[config.mk]
export PLATFORM = sky130hd
export DESIGN_NAME = ahb_periph_subsystem
export DESIGN_NICKNAME = d
export VERILOG_FILES = /design/src/rtl/ahb_periph_subsystem.sv
export SDC_FILE = /design/constraint.sdc
export NUM_CORES = 1
export LEC_CHECK = 0
export CORE_MARGIN = 2
export CORE_UTILIZATION = 35
export CTS_CLUSTER_SIZE = 14
export DETAILED_ROUTE_END_ITERATION = 12
export MAX_ROUTING_LAYER = met4
export SYNTH_ARGS = -nofsm -noshare
export SYNTH_HDL_FRONTEND = slang
export SYNTH_SLANG_ARGS = --single-unit
[constraint.sdc]
create_clock -name HCLK -period 33 [get_ports HCLK]
set_input_delay 3.3 -clock HCLK [delete_from_list [all_inputs] [get_ports HCLK]]
set_output_delay 3.3 -clock HCLK [all_outputs]
set_load 0.01 [all_outputs]
[src/rtl/ahb_periph_subsystem.sv]
// AHB-Lite peripheral tile: 16-word register file plus timer/watchdog/PWM block.
// Define AHB_PWM_EN to build the PWM mode, thres register and pwm output.
module ahb_periph_subsystem #(
  parameter int DATA_WIDTH     = 32,
  parameter int ADDR_WIDTH     = 32,
  parameter int REG_FILE_DEPTH = 16
) (
  input  logic                  HCLK,
  input  logic                  HRESET,
  input  logic                  HWRITE,
  input  logic [2:0]            HSIZE,
  input  logic [3:0]            HPROT,
  input  logic [2:0]            HBURST,
  input  logic [ADDR_WIDTH-1:0] HADDR,
  input  logic [1:0]            HTRANS,
  input  logic [DATA_WIDTH-1:0] HWDATA,
  output logic                  HREADY,
  output logic                  HRESP,
  output logic [DATA_WIDTH-1:0] HRDATA,
  output logic                  pwm,
  output logic                  wd_rst
);

  localparam int IDX_W = $clog2(REG_FILE_DEPTH);
  localparam int OFF_W = (IDX_W > 5) ? IDX_W : 5;
  localparam int LOW_W = ADDR_WIDTH - 2;

  // state   | meaning
  // ST_OK   | idle or zero-wait OKAY data phase
  // ST_ERR1 | first ERROR cycle, HREADY low
  // ST_ERR2 | second ERROR cycle, HREADY high
  typedef enum logic [1:0] {ST_OK, ST_ERR1, ST_ERR2} resp_state_e;

  resp_state_e state_q, state_d;

  logic [1:0] rst_hold_q;
  logic       core_rst;
  logic       sync_rst;

  logic                  unused_in;
  logic [1:0]            region;
  logic [LOW_W-1:0]      low;
  logic                  xfer, rf_hit, tmr_hit, addr_err;
  logic                  dp_valid_q, dp_valid_d, dp_write_q, dp_write_d, dp_tmr_q, dp_tmr_d;
  logic [OFF_W-1:0]      dp_off_q, dp_off_d;
  logic                  wr_en, rf_we, wr_ctrl, wr_load;
  logic [DATA_WIDTH-1:0] rf_q [REG_FILE_DEPTH];
  logic [2:0]            ctrl_q, ctrl_d;
  logic [DATA_WIDTH-1:0] load_q, load_d, count_q, count_d, count_rd, rdata;
  logic                  status_q, status_d, wd_rst_q, wd_rst_d;
  logic                  mode_pwm, mode_wd, mode_tmr;
`ifdef AHB_PWM_EN
  logic                  wr_thres;
  logic [DATA_WIDTH-1:0] thres_q, thres_d, pwm_cnt_q, pwm_cnt_d;
`endif

  assign unused_in = ^{HPROT, HBURST, HTRANS[0]};

  // Internal reset is released two edges after HRESET falls.
  always_ff @(posedge HCLK or posedge HRESET) begin
    if (HRESET) rst_hold_q <= 2'b11;
    else        rst_hold_q <= {rst_hold_q[0], 1'b0};
  end
  assign core_rst = rst_hold_q[1];
  assign sync_rst = ~rst_hold_q[1];

  always_comb begin
    region  = HADDR[ADDR_WIDTH-1 -: 2];
    low     = HADDR[LOW_W-1:0];
    xfer    = HREADY && HTRANS[1];
    rf_hit  = (region == 2'b00) && (low < LOW_W'(REG_FILE_DEPTH));
    tmr_hit = (region == 2'b01) &&
              ((low == LOW_W'(32'h00)) || (low == LOW_W'(32'h04)) || (low == LOW_W'(32'h0C)) ||
               (low == LOW_W'(32'h10)) || (low == LOW_W'(32'h14)));
    addr_err   = xfer && !((HSIZE <= 3'd2) && (rf_hit || tmr_hit));
    dp_valid_d = xfer && !addr_err;
    dp_write_d = HWRITE;
    dp_tmr_d   = region[0];
    dp_off_d   = HADDR[OFF_W-1:0];
  end

  always_comb begin
    state_d = ST_OK;
    HREADY  = 1'b1;
    HRESP   = 1'b0;
    case (state_q)
      ST_ERR1: begin
        state_d = ST_ERR2;
        HREADY  = 1'b0;
        HRESP   = 1'b1;
      end
      ST_ERR2: begin
        HRESP   = 1'b1;
        state_d = addr_err ? ST_ERR1 : ST_OK;
      end
      default: state_d = addr_err ? ST_ERR1 : ST_OK;
    endcase
  end

  always_ff @(posedge HCLK or posedge core_rst) begin
    if (core_rst) begin
      state_q    <= ST_OK;
      dp_valid_q <= 1'b0;
      dp_write_q <= 1'b0;
      dp_tmr_q   <= 1'b0;
      dp_off_q   <= '0;
    end else begin
      state_q    <= state_d;
      dp_valid_q <= dp_valid_d;
      dp_write_q <= dp_write_d;
      dp_tmr_q   <= dp_tmr_d;
      dp_off_q   <= dp_off_d;
    end
  end

  assign wr_en   = dp_valid_q && dp_write_q;
  assign rf_we   = wr_en && !dp_tmr_q;
  assign wr_ctrl = wr_en && dp_tmr_q && (dp_off_q[4:0] == 5'h00);
  assign wr_load = wr_en && dp_tmr_q && (dp_off_q[4:0] == 5'h04);

  always_ff @(posedge HCLK or posedge core_rst) begin
    if (core_rst) begin
      for (int i = 0; i < REG_FILE_DEPTH; i++) rf_q[i] <= '0;
    end else if (rf_we) begin
      rf_q[dp_off_q[IDX_W-1:0]] <= HWDATA;
    end
  end

`ifdef AHB_PWM_EN
  assign wr_thres = wr_en && dp_tmr_q && (dp_off_q[4:0] == 5'h0C);
  assign mode_pwm = ctrl_q[2];
`else
  assign mode_pwm = 1'b0;
`endif
  assign mode_wd  = !mode_pwm && ctrl_q[1];
  assign mode_tmr = !mode_pwm && !ctrl_q[1] && ctrl_q[0];

  always_comb begin
    ctrl_d   = ctrl_q;
    load_d   = load_q;
    count_d  = count_q;
    status_d = status_q;
    wd_rst_d = wd_rst_q;
`ifdef AHB_PWM_EN
    thres_d   = thres_q;
    pwm_cnt_d = pwm_cnt_q;
    if (wr_thres) thres_d = HWDATA;
`endif
    if (wr_ctrl) ctrl_d = HWDATA[2:0];
    if (wr_load) load_d = HWDATA;
    if (wr_ctrl || wr_load) begin
      count_d  = load_d;
      status_d = 1'b0;
`ifdef AHB_PWM_EN
      pwm_cnt_d = '0;
`endif
    end else if (mode_pwm) begin
`ifdef AHB_PWM_EN
      pwm_cnt_d = (({1'b0, pwm_cnt_q} + (DATA_WIDTH+1)'(1)) >= {1'b0, load_q}) ? '0
                                                                               : pwm_cnt_q + DATA_WIDTH'(1);
`endif
    end else if (mode_wd) begin
      if (count_q != '0) count_d  = count_q - DATA_WIDTH'(1);
      else               wd_rst_d = 1'b1;
    end else if (mode_tmr) begin
      if (count_q != '0)             count_d  = count_q - DATA_WIDTH'(1);
      if (count_q <= DATA_WIDTH'(1)) status_d = 1'b1;
    end
  end

  always_ff @(posedge HCLK or posedge core_rst) begin
    if (core_rst) begin
      ctrl_q   <= '0;
      load_q   <= DATA_WIDTH'(32'h10);
      count_q  <= '0;
      status_q <= 1'b0;
      wd_rst_q <= 1'b0;
`ifdef AHB_PWM_EN
      thres_q   <= '0;
      pwm_cnt_q <= '0;
`endif
    end else begin
      ctrl_q   <= ctrl_d;
      load_q   <= load_d;
      count_q  <= count_d;
      status_q <= status_d;
      wd_rst_q <= wd_rst_d;
`ifdef AHB_PWM_EN
      thres_q   <= thres_d;
      pwm_cnt_q <= pwm_cnt_d;
`endif
    end
  end

`ifdef AHB_PWM_EN
  assign count_rd = mode_pwm ? pwm_cnt_q : count_q;
  assign pwm      = mode_pwm && (pwm_cnt_q < thres_q);
`else
  assign count_rd = count_q;
  assign pwm      = 1'b0;
`endif

  always_comb begin
    rdata = '0;
    if (dp_valid_q && !dp_write_q) begin
      if (!dp_tmr_q) begin
        rdata = rf_q[dp_off_q[IDX_W-1:0]];
      end else begin
        case (dp_off_q[4:0])
          5'h00:   rdata = DATA_WIDTH'(ctrl_q);
          5'h04:   rdata = load_q;
`ifdef AHB_PWM_EN
          5'h0C:   rdata = thres_q;
`endif
          5'h10:   rdata = count_rd;
          5'h14:   rdata = DATA_WIDTH'(status_q);
          default: rdata = '0;
        endcase
      end
    end
  end

  assign HRDATA = rdata;
  assign wd_rst = wd_rst_q;

endmodule

== After elaboration in Yosys (flattened, before gate mapping) ==
Index checks and enable logic that the tools add are counted.

* Register bits after elaboration: 593
* Logic and storage cells: 104
* Output and inout port bits: 36
* Bits of input ports: 79

* Bitwise gates (word level): 3
* Reduce and logical (&&, ||, !) cells: 35
* Add/sub/neg operators: 1
* Multiplexer cells: 22
* Equal/unequal tests: 11
* Order comparisons: 5

{| class="wikitable"
|+ Operator list
! cell !! count
|-
| 512-bit bitwise mux || 1
|-
| 32-bit 2-to-1 mux || 10
|-
| 32-bit binary-select mux with 4-bit select || 1
|-
| 32-bit demux with 4-bit select || 1
|-
| 32-bit one-hot mux with 4 select lines || 1
|-
| 30-bit by 5-bit == test with 1-bit output, second input constant || 2
|-
| 32-bit by 1-bit <= comparator with 1-bit output, second input constant || 1
|-
| 32-bit nonzero test || 1
|-
| 32-bit by 1-bit subtractor with 32-bit output, second input constant || 1
|-
| 30-bit by 3-bit == test with 1-bit output, second input constant || 1
|-
| 30-bit by 4-bit == test with 1-bit output, second input constant || 1
|-
| 30-bit logical NOT || 1
|-
| 30-bit by 5-bit less-than comparator with 1-bit output, second input constant || 1
|-
| 1-bit logical AND || 14
|-
| 5-bit == test, second input constant || 2
|-
| 1-bit 2-to-1 mux || 7
|-
| 1-bit logical OR || 6
|-
| 3-bit AND reduction || 2
|-
| 5-bit by 3-bit == test with 1-bit output, second input constant || 1
|-
| 5-bit >= comparator, second input constant || 1
|-
| 1-bit logical NOT || 5
|-
| 5-bit logical NOT || 1
|-
| 5-bit by 1-bit less-than comparator with 1-bit output, second input constant || 1
|-
| 4-bit inverter with 5-bit output || 1
|-
| 10 further kinds || 13
|}

== Logic depth before layout (Yosys ltp) ==
Gate-level depths: netlist of run 1.

* Depth after elaboration: 12
* Mapped depth: 9
* Mapped depth without buffers: 7

== Least setup slack after synthesis of run 1 ==
No wires, ideal clock.

* Path kind: reg-to-output
* Start: reg dp_off_q[0]
* End: out HRDATA[10]
* Data arrival time: 1943 ps
* Stages on the path, launching flop included: 8
* Path buffers: 4
* Path slack: 27757 ps
* Cell sequence: dfrtp_1 buf_2 buf_4 buf_2 buf_2 mux4_2 mux2i_1 a21oi_1

* Cells in the longest elaborated chain, start to end: 6

{| class="wikitable"
|+ Ends and longest elaborated chain
! what !! line !! text
|-
| start: declaration || 45 || <nowiki>logic [OFF_W-1:0] dp_off_q, dp_off_d;</nowiki>
|-
| start signal: assignment || 112 || <nowiki>dp_off_q <= dp_off_d;</nowiki>
|-
| 4-bit inverter with 5-bit output (implied by the code) || 207 || <nowiki>rdata = rf_q[dp_off_q[IDX_W-1:0]];</nowiki>
|-
| 32-bit binary-select mux with 4-bit select || 207 ||
|-
| 32-bit 2-to-1 mux (implied by the code) (2 in a row) || 207 ||
|-
| 32-bit 2-to-1 mux * || 206 || <nowiki>if (!dp_tmr_q) begin</nowiki>
|-
| 32-bit 2-to-1 mux * || 205 || <nowiki>if (dp_valid_q && !dp_write_q) begin</nowiki>
|-
| end: declaration || 19 || <nowiki>output logic [DATA_WIDTH-1:0] HRDATA,</nowiki>
|}

Every way passes the cells marked *; elsewhere a longest branch is shown, timed or not. The select of a mux whose other input is x is not followed.

== Final worst setup path of run 1 ==
Same ends and word-level chain as after synthesis.

==> results of run 1 <==
[cell usage in the layout (no fill, tap or decap), types with 8 or more instances in the layout]
master	n
nand2_1	17
nor2_1	49
mux4_2	128
mux2_1	11
nand3_1	12
clkbuf_8	18
nor4_1	14
a221o_1	29
nand4_1	9
inv_1	8
a21oi_1	64
mux2i_1	65
clkdlybuf4s50_1	105
clkbuf_16	68
dfrtp_1	587
xor2_1	22
clkbuf_1	17
a22oi_1	31
buf_4	36
nand4b_1	9
xnor2_1	8
mux2_2	536
nor3_1	11
[worst min path at each step]
stage / startpoint / endpoint / depth (start not counted)
after floorplan: rst_hold_q[0] / rst_hold_q[1] / 0
after global placement: rst_hold_q[0] / rst_hold_q[1] / 0
after detailed placement: rst_hold_q[0] / rst_hold_q[1] / 0
after CTS: rst_hold_q[0] / rst_hold_q[1] / 0
after global routing: rst_hold_q[0] / rst_hold_q[1] / 0
final: rst_hold_q[0] / rst_hold_q[1] / 0
[registers in the layout (all words and copies together), names as in the netlist, 2 cells and up]
register / cells
load_q: 32
dp_off_q: 5
rf_q: 512
count_q: 32
state_q: 2
rst_hold_q: 2
ctrl_q: 3
[stage by stage]
stage | area [sq um] | hold slack [ns]
3_5_place_dp | 29500 | 0.348
5_1_grt | 31800 | 0.359
6_report | 31800 | 0.356
4_1_cts | 31800 | 0.356
3_3_place_gp | 29500 | 0.347
2_1_floorplan | 27500 | 0.345
[cell type report]
cell class | instances | area, sq um
Fill cell | 7187 | 45800
Inverter | 9 | 41.3
Multi-Input combinational cell | 1089 | 12000
Sequential cell | 593 | 14900
Clock inverter | 17 | 223
Timing Repair Buffer | 141 | 1320
Tap cell | 1040 | 1300
Clock buffer | 103 | 2010
[routing by layer]
layer / vias to the layer above / track usage [%]
met3: 83 / 2.87
met2: 267 / 28.2
met1: 8662 / 22.5
met4: 0 / 4.62
met5: - / -
li1: 7010 / -
[cell usage after synthesis, types with 2 or more instances]
library cell | instances | area [sq um]
a21oi_1 | 64 | 320
a221o_1 | 29 | 290
a22oi_1 | 31 | 233
a31oi_1 | 2 | 12.5
and3_1 | 4 | 25.0
buf_1 | 24 | 90.1
buf_2 | 40 | 200
buf_4 | 6 | 45.0
buf_6 | 3 | 33.8
clkbuf_1 | 85 | 319
dfrtp_1 | 590 | 14800
dfstp_2 | 3 | 78.8
ha_1 | 4 | 50.1
inv_1 | 9 | 33.8
mux2_1 | 11 | 124
mux2_2 | 536 | 6040
mux2i_1 | 65 | 651
mux4_2 | 128 | 2880
nand2_1 | 23 | 86.3
nand2b_1 | 7 | 43.8
nand3_1 | 13 | 65.1
nand3b_1 | 3 | 22.5
nand4_1 | 9 | 56.3
nand4b_1 | 9 | 78.8
nor2_1 | 57 | 214
nor2b_1 | 4 | 25.0
nor3_1 | 12 | 60.1
nor3b_1 | 3 | 22.5
nor4_1 | 14 | 87.6
nor4_4 | 3 | 63.8
nor4b_1 | 2 | 17.5
o21ai_0 | 2 | 10.0
or3_1 | 4 | 25.0
or3_2 | 2 | 15.0
or4_1 | 3 | 22.5
xnor2_1 | 8 | 70.1
xor2_1 | 22 | 193
[where the power goes]
part           leakage (nW)  internal [W]  switching (W)
registers              7.51      0.000754      0.0000256
clock network          1.09      0.000453       0.000300
logic                  5.05     0.0000583      0.0000617
[cell families (layout without fill, tap and decap cells)]
group | Yosys count | after routing | synth area share [%]
AO/OA/AOI/OAI | 135 | 135 | 3.36
AND/OR/NAND/NOR | 177 | 177 | 3.56
flip-flops | 593 | 593 | 54.0
buffers and inverters | 168 | 270 | 2.64
XOR/XNOR | 30 | 30 | 0.956
adder cells (fa/ha/maj) | 4 | 4 | 0.182
multiplexers | 741 | 741 | 35.3
other | 1 | 2 | 0.0136
[worst max-delay path, stage by stage, from the launching register on]
cell and delay, ns:
dfrtp_4 0.82, buf_4 0.76, buf_4 0.68, mux4_2 0.36
mux2i_1 0.07, a221o_1 0.35, a21oi_1 0.18, clkdlybuf4s50_1 0.58
==> metrics.csv, run 1 <==
metric;value;unit
drv_slew;0;
cts_setup_buffers;0;
ff2ff_path_depth;6;
max-slew-margin-rel;16.4;%
setup_tns;0;ns
instances_no_fill;2992;
finalCriticalPeriod;7.80;ns
met1_length;30400;um
rows;102;
numPortBuffers;105;
synth_async_sr_flop_share;100;%
path_clk_slew;0.06;ns
total_power;0.00165;W
cap_violations;0;
tightest_slew;1.25;ns
grt_max_degree;126;
wl_per_cell;22.5;um
r2r_setup_slack;28.38;ns
yosysWarnings;0;
start_util;35.4;%
fmax;128;MHz
clk_latency;0.61;ns
cts_hold_buf;0;
nNetsFinal;1984;
setup_viol;0;
r2r_start;dp_off_q[0];
maxUsedRoutingLayer;met4;
die_w;284;um
drcViolationCount;0;
grt_first_pass_wirelength;105000;um
syn_to_final_growth;15.5;%
rsz0062_at_grt;no;
cts_max_path_buffers;3;
num_antenna_cells;0;
startpoint;dp_off_q[0];
drt-initial-drc-count;822;
routed_wl;67400;um
timing.final.ws_setup;25.20;ns
core;77600;sq um
die_height;284;um
drt_pass1_iterations;5;
worst_clock_skew;0.0250;ns
syn_inst;1849;
vdd_drop_max;0.0327;mV
cp-end-kind;primary output;
crit_end;HRDATA[10];
vias;16000;
ant_nets;0;
antenna_found_initial;1;
synth.distinct_cells;52;
synthFlopType;dfrtp_1;
p_leak;13.6;nW
met3_length;2540;um
numCtsBuffers;67;
die-area;80800;sq um
dp.cells;2872;
hpwl;41000;um
final_util;40.9;%
r2r_end;rf_q[332];
worstPathRequired;29.70;ns
synth_seq_cells;593;
hold_path_class;flip-flop to flip-flop;
io_pins;115;
drive_above_1_share;43.0;%
cp-start-kind;flip-flop;
grt_pass1_vias;17400;
htreeDepth;3;
viasPerCell;5.35;
track_usage;17.3;%
synth-seq-area-share;54.0;%
place_ws;25.64;ns
tritoncts;done;
synthesis.area;27500;sq um
cp_max_fo;40;
syn_area_per_cell;14.9;sq um
critPathKind;flip-flop to primary output;
final.period_utilization;23.6;%
arrival;4.50;ns
globalplace.congestion;0.793;
wl_met2;33200;um
synth_edf_count;0;
power_density;52.0;nW/um^2
cts_root_buf;clkbuf_16;
grt_overflow;0;
cts_sinks;593;
cts_resized;0;
hold_viol_final;0;
status;complete, no violations;
Power figures use the tool's default switching activity.
==> run 2, diff against run 1 <==
Clock period 33 ns to 7.25 ns, I/O delays scaled along.
==> run 2 against run 1 <==
Against the previous run: setup slack worse by 23 ns; cell count shrank 0.13%; register-to-register slack worse by 25 ns; hold slack improved by 0.00076 ns; core utilization hardly changed; clock power rose to 4.5 times the previous value; clock-buffer cell count is 8 lower; global-route usage up 0.14 points; non-clock buffer count shrank 3; via count is 0.21% higher; power grew to 4.5 times the previous value; combinational power grew to 4.6 times the previous value; critical endpoint is now HRDATA[1].
==> metrics.csv, run 2 (synthesis gave the netlist of run 1 again) <==
metric;value;unit;change
largest_register;rf_q;;
htreeDepth;3;;unchanged
status;complete, no violations;;
worstPathRequired;6.52;ns;-23.18 ns
drt-initial-drc-count;886;;+7.8%
grt_first_pass_wirelength;106000;um;+1.2%
cp-start-kind;flip-flop;;
ant_nets;0;;unchanged
reg.largest.list;rf_q x512, count_q x32, load_q x32;;
finalCriticalPeriod;4.99;ns;
drt_pass1_iterations;5;;unchanged
tritoncts;done;;
worst_clock_skew;0.0274;ns;+0.00247 ns
viasPerCell;5.37;;+0.34%
hold_viol_final;0;;unchanged
path_clk_slew;0.06;ns;about the same
vias;16100;;+0.21%
grt_pass1_vias;17500;;+0.64%
nFillCells;7207;;+0.28%
mostFrequentLayoutCells;dfrtp_1 (586), mux2_2 (536), mux4_2 (128);;
cts_max_path_buffers;3;;unchanged
die_w;284;um;unchanged
mostFrequentLayoutCell;dfrtp_1;;
cts_hold_buf;0;;unchanged
setup_viol;0;;unchanged
die-area;80800;sq um;unchanged
grt_max_degree;183;;+45%
place_area;29600;sq um;about the same
grt_overflow;0;;unchanged
drive_above_1_share;43.1;%;about the same
antenna_found_initial;0;;-1
numPortBuffers;105;;unchanged
cap_violations;0;;unchanged
syn_to_final_growth;15.4;%;about the same
power_density;235;nW/um^2;+350%
start_util;35.4;%;unchanged
fmax;200;MHz;
clk_latency;0.61;ns;about the same
die_height;284;um;unchanged
cts_sinks;593;;unchanged
rsz0062_at_grt;no;;
final.period_utilization;68.8;%;
hpwl;40300;um;-1.7%
globalplace.congestion;0.771;;-2.7%
largest_reg_flops;512;;unchanged
p_leak;13.6;nW;about the same
cts_root_buf;clkbuf_16;;
arrival;4.27;ns;-0.23 ns
cp-end-kind;primary output;;
cts_resized;0;;unchanged
tightest_slew;1.27;ns;+0.0188 ns
cts_setup_buffers;0;;unchanged
drv_slew;0;;unchanged
hold_ws;0.357;ns;+0.000758 ns
track_usage;17.5;%;+0.14 points
critPathSlowestCell;dfrtp_4;;
drcViolationCount;0;;unchanged
num_antenna_cells;0;;unchanged
core;77600;sq um;unchanged
vdd_drop_max;0.138;mV;+320%
cp_max_fo;40;;unchanged
rows;102;;unchanged
crit_chain;nor2_1 > and3_1 > buf_4 > a22oi_1 > a31oi_1 > nand2_1 > a21oi_1 > clkdlybuf4s50_1;;
critPathKind;flip-flop to primary output;;
nNetsFinal;1980;;-0.20%
wl_per_cell;22.5;um;about the same
cpPeakStageDelay;0.77;ns;-0.05 ns
hold_path_class;flip-flop to flip-flop;;
io_pins;115;;unchanged
fin_area;31700;sq um;about the same
total_power;0.00746;W;+350%
routed_wl;67200;um;-0.20%
max-slew-margin-rel;15.1;%;-1.3 points
numCtsBuffers;66;;-1.5%
run 2: final cells by class:
| cell class | instances | area, sq um | share of cell area [%] |
|---|---|---|---|
| clock buffers | 95 | 1920 | 6.06 |
| clock inverters | 24 | 265 | 0.836 |
| inverters | 9 | 37.5 | 0.118 |
| flip-flops and latches | 593 | 14900 | 46.8 |
| well taps | 1040 | 1300 | 4.10 |
| multi-input cells | 1089 | 12000 | 37.9 |
| repair buffers | 138 | 1340 | 4.21 |
run 2: path summary, 6_finish.rpt:
| check | startpoint | to | slack (ns) | depth (start not counted) |
|---|---|---|---|---|
| min in group asynchronous | HRESET | rst_hold_q[1] | 0.47 | 2 |
| min reg2reg | rst_hold_q[0] | rst_hold_q[1] | 0.36 | 0 |
| min | rst_hold_q[0] | rst_hold_q[1] | 0.36 | 0 |
| max reg2reg | dp_off_q[0] | rf_q[477] | 3.33 | 5 |
| max | dp_off_q[3] | HRDATA[1] | 2.26 | 8 |
| max in group asynchronous | rst_hold_q[1] | rf_q[366] | 5.21 | 3 |
run 2: where the power goes:
group,internal (W),switching (W),total (W)
registers,0.00343,0.000120,0.00355
clock network,0.00200,0.00136,0.00336
logic,0.000267,0.000280,0.000547
run 2: stage by stage:
stage               setup slack (ns)  instances  utilization (%)  setup TNS, ns
CTS                             2.27       2988             40.9              0
floorplan                      -1.17       1850                -        -693.17
detailed placement              2.93       2869             38.1              0
global placement                2.89       2869             38.1              0
global route                    2.00       2988             40.9              0
finish                          2.26       2988             40.9              0
run 2: worst max-delay path: cells and delay by family (launching register included):
| kind | cells | cell delay, ns |
|---|---|---|
| and+or+nand+nor | 3 | 1.10 |
| buffers and inverters | 2 | 1.00 |
| DFF | 1 | 0.77 |
| AOI/OAI and AO/OA | 3 | 0.77 |
run 2: layer usage:
metal	GRT usage, %	share of wire, %	vias up
met5	-	0	-
met1	23.1	45	8661
li1	-	-	7010
met3	3.06	4.1	89
met2	27.7	48	295
met4	4.99	2.3	0
==> run 3, diff against run 2 <==
Clock period 7.25 ns to 4.8 ns, I/O delays scaled along.
==> run 3 against run 2 <==
Against the previous run: cell count up 0.13%; clock power up 59%; power up 55%; wire length down 0.19%; global-route usage down 0.14 points; largest cell class unchanged; non-clock buffer count up 4; highest routed layer unchanged; combinational power up 51%; setup slack worse by 1.8 ns; first-iteration DRC count up 16%.
==> metrics.csv, run 3 (synthesis gave the netlist of run 1 again) <==
metric;value;unit;change
status;complete, no violations;;
grt_first_pass_wirelength;106000;um;-0.52%
rsz0062_at_grt;no;;
start_util;35.4;%;unchanged
critPathKind;flip-flop to primary output;;
final.period_utilization;91.4;%;
syn_to_final_growth;16.4;%;
drcViolationCount;0;;unchanged
cp.buffers_inverters;2;;unchanged
antenna_found_initial;0;;unchanged
clockPowerShare;46.4;%;+1.3 points
mostFrequentLayoutCells;dfrtp_1 (586), mux2_2 (536), mux4_2 (128);;
cp_max_fo;42;;+5.0%
num_antenna_cells;0;;unchanged
drive_above_1_share;43.1;%;+0.065 points
worst_clock_skew;0.0253;ns;-0.00210 ns
numCtsBuffers;68;;+3.0%
io_pins;115;;unchanged
viasPerCell;5.39;;+0.34%
pwr-share-seq;46.5;%;-1.1 points
hpwl;40500;um;+0.55%
cts_hold_buf;0;;unchanged
wl_per_cell;22.4;um;-0.33%
hold_path_class;primary input to async pin;;
fin_area;32000;sq um;+0.83%
r2r_start;dp_off_q[0];;
cap_violations;0;;unchanged
largest_reg_flops;512;;unchanged
grt_pass1_vias;17400;;-0.47%
tightest_slew;1.33;ns;+0.0642 ns
globalplace.congestion;0.780;;+1.1%
timing.final.ws_setup;0.415;ns;-1.84 ns
cpPeakStageDelay;0.77;ns;about the same
cp-end-kind;primary output;;
largest_register;rf_q;;
place_ws;1.12;ns;-1.81 ns
crit_chain;nor2_1 > and3_1 > buf_4 > a22oi_1 > a31oi_1 > nand2_1 > a21oi_1 > clkdlybuf4s50_1;;
clk_latency;0.61;ns;about the same
tritoncts;done;;
ff2ff_path_depth;5;;unchanged
nNetsFinal;1986;;+0.30%
htreeDepth;3;;unchanged
grt_max_degree;163;;-11%
multi_input_area;12000;sq um;unchanged
nFillCells;7081;;-1.7%
setup_viol;0;;unchanged
grt_overflow;0;;unchanged
fmax;228;MHz;
ant_nets;0;;unchanged
comb_power_share;7.2;%;about the same
drv_slew;0;;unchanged
rows;102;;unchanged
worstPathRequired;4.32;ns;-2.20 ns
core;77600;sq um;unchanged
vias;16100;;+0.47%
track_usage;17.3;%;-0.14 points
path_clk_slew;0.06;ns;about the same
setup_tns;0;ns;unchanged
max-slew-margin-rel;10.8;%;-4.3 points
hold_viol_final;0;;unchanged
reg.largest.list;rf_q x512, count_q x32, load_q x32;;
die-area;80800;sq um;unchanged
drt_pass1_iterations;7;;+2
internal-power;0.00886;W;+55%
mostFrequentLayoutCell;dfrtp_1;;
cp-start-kind;flip-flop;;
routed_wl;67100;um;-0.19%
cts_max_path_buffers;3;;unchanged
drt-initial-drc-count;1028;;+16%
cts_sinks;593;;unchanged
p_sw_share;23.2;%;-0.41 points
r2r_setup_slack;1.44;ns;-1.89 ns
finalCriticalPeriod;4.38;ns;
vdd_drop_max;0.188;mV;+36%
power_density;360;nW/um^2;+53%
place_area;29700;sq um;+0.48%
die_w;284;um;unchanged
arrival;3.90;ns;-0.37 ns
seqCellArea;14900;sq um;unchanged
critPathSlowestCell;dfrtp_4;;
p_switching;0.00268;W;+52%
numPortBuffers;105;;unchanged
cp_top_family;buffers and inverters;;
r2r_end;rf_q[108];;
die_height;284;um;unchanged
p_leak;13.7;nW;+0.75%
cts_root_buf;clkbuf_16;;
cts_setup_buffers;0;;unchanged
cts_resized;0;;unchanged
## run 3: metrics by stage
stage               utilization (%)  power, W  instances  hold slack [ns]
finish                         41.2    0.0115       2992            0.232
global route                   41.2    0.0120       2992            0.241
CTS                            41.2    0.0117       2992            0.213
detailed placement             38.3   0.00629       2873            0.348
global placement               38.3   0.00625       2873            0.348
floorplan                         -   0.00600       1850            0.345
## run 3: worst register-to-register path, delay by kind of cell, from the launching register on
family / cells / cell delay [ns]
and+or+nand+nor: 2 / 1.45
muxes: 1 / 0.38
DFF: 1 / 0.72
buffers and inverters: 2 / 0.70
## run 3: worst max-delay path by stage
stage,start,to,slack [ns],depth (start not counted)
2_1_floorplan,rst_hold_q[1],count_q[0],-3.62,1
3_5_place_dp,dp_off_q[3],HRDATA[2],1.12,8
5_1_grt,dp_off_q[3],HRDATA[1],0.21,8
3_3_place_gp,dp_off_q[3],HRDATA[2],1.13,8
6_report,dp_off_q[3],HRDATA[2],0.42,8
4_1_cts,dp_off_q[3],HRDATA[2],0.43,8
## run 3: layout make-up
class                           count  area share [%]
Sequential cell                   593            46.4
Multi-Input combinational cell   1089            37.6
Clock buffer                       99            6.22
Timing Repair Buffer              142            4.62
Tap cell                         1040            4.07
Clock inverter                     20           0.997
Inverter                            9           0.117
## run 3: routing by layer
metal / routed length (um) / up-vias / track usage, %
li1: - / 7051 / -
met1: 30400 / 8666 / 23.1
met2: 32400 / 320 / 27.4
met3: 2820 / 94 / 2.86
met4: 1430 / 0 / 5.00
met5: 0 / - / -
## run 3: power by group through the flow
stage	clock network [W]	registers, W	logic [W]
after floorplan	0	0.00538	0.000618
after global placement	0	0.00543	0.000815
after detailed placement	0	0.00545	0.000841
after CTS	0.00549	0.00536	0.000846
after global routing	0.00571	0.00538	0.000920
final	0.00535	0.00536	0.000825
==> patch 1, RTL diff (settings of run 1) <==
Change the parameter `DATA_WIDTH` from 32 to 28.
--- a/src/rtl/ahb_periph_subsystem.sv
+++ b/src/rtl/ahb_periph_subsystem.sv
@@ -1,7 +1,7 @@
 // AHB-Lite peripheral tile: 16-word register file plus timer/watchdog/PWM block.
 // Define AHB_PWM_EN to build the PWM mode, thres register and pwm output.
 module ahb_periph_subsystem #(
-  parameter int DATA_WIDTH     = 32,
+  parameter int DATA_WIDTH     = 28,
   parameter int ADDR_WIDTH     = 32,
   parameter int REG_FILE_DEPTH = 16
 ) (
Ports: changed (resized HRDATA and HWDATA); port bits go from 115 to 107. The function was not compared with the original's and may differ.
==> patch 1 against run 1 <==
  * Global-route usage shrank 0.29 points
  * Critical path depth shrank 1
  * Worst setup slack gained 0.13 ns
  * Final cell count shrank 11%
  * Design area shrank 12%
  * Sequential cell count shrank 72
  * Power shrank 15%
  * Register-to-register slack gained 0.92 ns
  * Routed wire length shrank 14%
  * Area after synthesis shrank 12%
==> patch 1: results <==
set metrics [dict create \
    wl_per_cell_um 21.91 \
    synthTopCellsByCount "dfrtp_1, mux2_2, mux4_2, clkbuf_1, mux2i_1" \
    status "complete, no violations" \
    htreeDepth 2 \
    ys_top_cells_by_area "dfrtp_1, mux2_2, mux4_2" \
    regArea_um2 13050 \
    cts_sinks 521 \
    seq_area_frac_synth_pct 53.64 \
    synth_cell_types 61 \
    use_met3_pct 2.666 \
    top_regs "rf_q: 448 flops, count_q: 28 flops, load_q: 28 flops" \
    multi_input_area_um2 10770 \
    clk_share_pct 6.560 \
    syn_area_per_cell_um2 14.91 \
    num-nonclk-buffers 119 \
    wl_mm 58.06 \
    r2r-start "dp_off_q[1]$_DFF_PP0_" \
    synth_fa_ha_area_share_pct 0.1544 \
    fillCellCount 6343 \
    drive_gt1_share_pct 43.46 \
    grt_use_met2_pct 26.35 \
    multi_input_comb_cells 970 \
    track_usage_pct 17.04 \
    dpl.hpwl_mm 34.13 \
    synth_compound_area_share_pct 4.549 \
    worst_slew_pin_slew_ns 1.227 \
    via_per_inst 5.432 \
    peakVddDrop_v 0.00003320 \
    port_buffers 97 \
    dp_cells 2550 \
    synth_xor_area_share_pct 0.5404 \
    placed_cell_area_um2 26180 \
    drt_iter0_drc 967 \
    skew_ns 0.02521 \
    fin_nets 1755 \
    grt_max_degree 184 \
    synthMuxAreaShare_pct 35.10 \
    clkbuf_count 83 \
    critical_path.endpoint "HRDATA[2]" \
    grt_pass1_vias 14900 \
    cp_max_fo 45 \
    cts_buffers 56 \
    leakagePower_nw 11.96 \
    reg2regPathDepth 5 \
    grt_pass1_wl_mm 91.11 \
]
-- patch 1: changes by cell type after synthesis, sizes merged, moves of 16 or more --
cell,change
a21oi,-32
buf,-19
dfrtp,-72
mux2,-64
mux4,-16
nor2,-31
o21ai,+23
-- patch 1: layer usage --
layer	wire, um	vias up
met3	2677	79
met5	0	-
met4	1145	0
met1	26600	7716
met2	27640	349
li1	-	6250
-- patch 1: per-stage QoR --
step / worst slack [ns] / hold slack [ns] / power, mW / utilization, %
floorplan: 18.22 / 0.3452 / 0.7574 / -
global placement: 25.84 / 0.3483 / 0.7901 / 38.10
detailed placement: 25.87 / 0.3590 / 0.7941 / 38.10
CTS: 25.18 / 0.3678 / 1.426 / 40.78
global route: 25.03 / 0.3684 / 1.467 / 40.78
finish: 25.33 / 0.3628 / 1.407 / 40.78
-- patch 1: where the power goes --
part | total (mW) | internal, mW | switching, mW
registers | 0.678 | 0.659 | 0.0193
logic | 0.103 | 0.0485 | 0.0547
clock network | 0.625 | 0.367 | 0.259
total | 1.41 | 1.07 | 0.333
==> patch 2, RTL diff (settings of run 1) <==
Made on the original files. Encoding of `resp_state_e`: now one-hot (3 bits for 3 states).
--- a/src/rtl/ahb_periph_subsystem.sv
+++ b/src/rtl/ahb_periph_subsystem.sv
@@ -29,7 +29,7 @@
   // ST_OK   | idle or zero-wait OKAY data phase
   // ST_ERR1 | first ERROR cycle, HREADY low
   // ST_ERR2 | second ERROR cycle, HREADY high
-  typedef enum logic [1:0] {ST_OK, ST_ERR1, ST_ERR2} resp_state_e;
+  typedef enum logic [2:0] {ST_OK = 3'b001, ST_ERR1 = 3'b010, ST_ERR2 = 3'b100} resp_state_e;
 
   resp_state_e state_q, state_d;
 
Behaviour: no difference found for any inputs over 4 cycles, from zero or initial values and one cycle with HRESET high; so few cycles prove little.
==> patch 2 against run 1 <==
  * Worst setup slack worse by 0.43 ns
  * Area after synthesis down 0.46%
  * Sequential cell count up 1
  * Power down 1.5%
  * Sequential power down 1%
  * Design area down 0.22%
  * Utilization about the same
  * Routed wire length up 6.2%
==> patch 2: results <==
set metrics [dict create \
    status "complete, no violations" \
    critPathMaxStageDelay_ns 0.93 \
    slew_headroom_pct 25.44 \
    cp_max_fo 50 \
    wl_mm 71.53 \
    antenna_found_initial 1 \
    combPwrFrac_pct 7.0 \
    switchingPower_mw 0.3721 \
    peakVddDrop_v 0.00003044 \
    leakagePower_nw 13.42 \
    drt_iter0_drc 1027 \
    hp-class "reg2reg" \
    synth_cell_types 49 \
    reg2regPathDepth 5 \
    synthTopCellsByCount "dfrtp_1, mux2_2, mux4_2, clkbuf_1, nor2_1" \
    power_frac_seq_pct 47.3 \
    place_ws_ns 25.31 \
    track_usage_pct 18.52 \
    synthMuxAreaShare_pct 35.70 \
    ys_top_cells_by_area "dfrtp_1, mux2_2, mux4_2" \
    comb_cell_power_mw 0.113 \
    cts_buffer_depth 3 \
    dp_cells 2834 \
    wl_met1_mm 31.61 \
    synth_compound_area_share_pct 2.701 \
    fin_nets 1945 \
    ctsHoldBuffers 0 \
    place.gp.congestion 0.7995 \
    drive_gt1_share_pct 46.34 \
    synth_fa_ha_area_share_pct 0.1371 \
    wl_met3_mm 2.790 \
    crit_path_start "dp_off_q[1]$_DFF_PP0_" \
    grt_pass1_vias 17290 \
    firstDrtPassIters 7 \
    seq_area_frac_synth_pct 54.32 \
    synth_xor_area_share_pct 0.8959 \
    finalNonFillerCells 2951 \
    route.met2.wl_mm 35.46 \
    hold_depth 0 \
    grt_pass1_wl_mm 110.2 \
    syn_area_per_cell_um2 15.16 \
    dpl.hpwl_mm 41.52 \
]
[patch 2: cell types whose count changed after synthesis, moves of 11 or more]
| cell | delta |
|---|---|
| a211oi_1 | +29 |
| a21oi_1 | -56 |
| a221o_1 | -29 |
| buf_2 | -13 |
| mux2_1 | -11 |
| mux2_2 | +11 |
| mux2i_1 | -64 |
| mux4_2 | +32 |
| nand2_1 | +24 |
| o21ai_0 | +23 |
| xnor2_1 | +19 |
| xor2_1 | -21 |
[patch 2: final timing paths]
path | end | slack [ns]
worst max-delay path | HRDATA[13] | 24.77
worst min-delay path | rst_hold_q[1]$_DFF_PP1_ | 0.36
worst max register to register | rf_q[498]$_DFFE_PP0P_ | 29.12
worst min register to register | rst_hold_q[1]$_DFF_PP1_ | 0.36
max in group asynchronous | rf_q[315]$_DFFE_PP0P_ | 29.32
min in group asynchronous | rf_q[398]$_DFFE_PP0P_ | 0.37
[patch 2: layer usage]
| metal | track usage, % | up-vias |
|---|---|---|
| met1 | 24.15 | 8718 |
| li1 | - | 6868 |
| met5 | - | - |
| met4 | 5.304 | 0 |
| met3 | 2.797 | 92 |
| met2 | 30.11 | 317 |
[patch 2: layout make-up]
type,count,area [um^2]
Clock buffer,105,2052
Antenna cell,1,2.502
Fill cell,7066,45770
Sequential cell,594,14880
Tap cell,1040,1301
Timing Repair Buffer,141,1334
Inverter,8,37.54
Clock inverter,11,142.6
Multi-Input combinational cell,1051,11950
[patch 2: cells by family (layout without fill, tap and decap cells)]
group	Yosys count	after routing
buf+inv	162	265
simple gates	201	201
xor+xnor	28	28
compound gates	109	109
mux	708	708
flops	594	594
fa+ha+maj	3	3
other cells	1	3
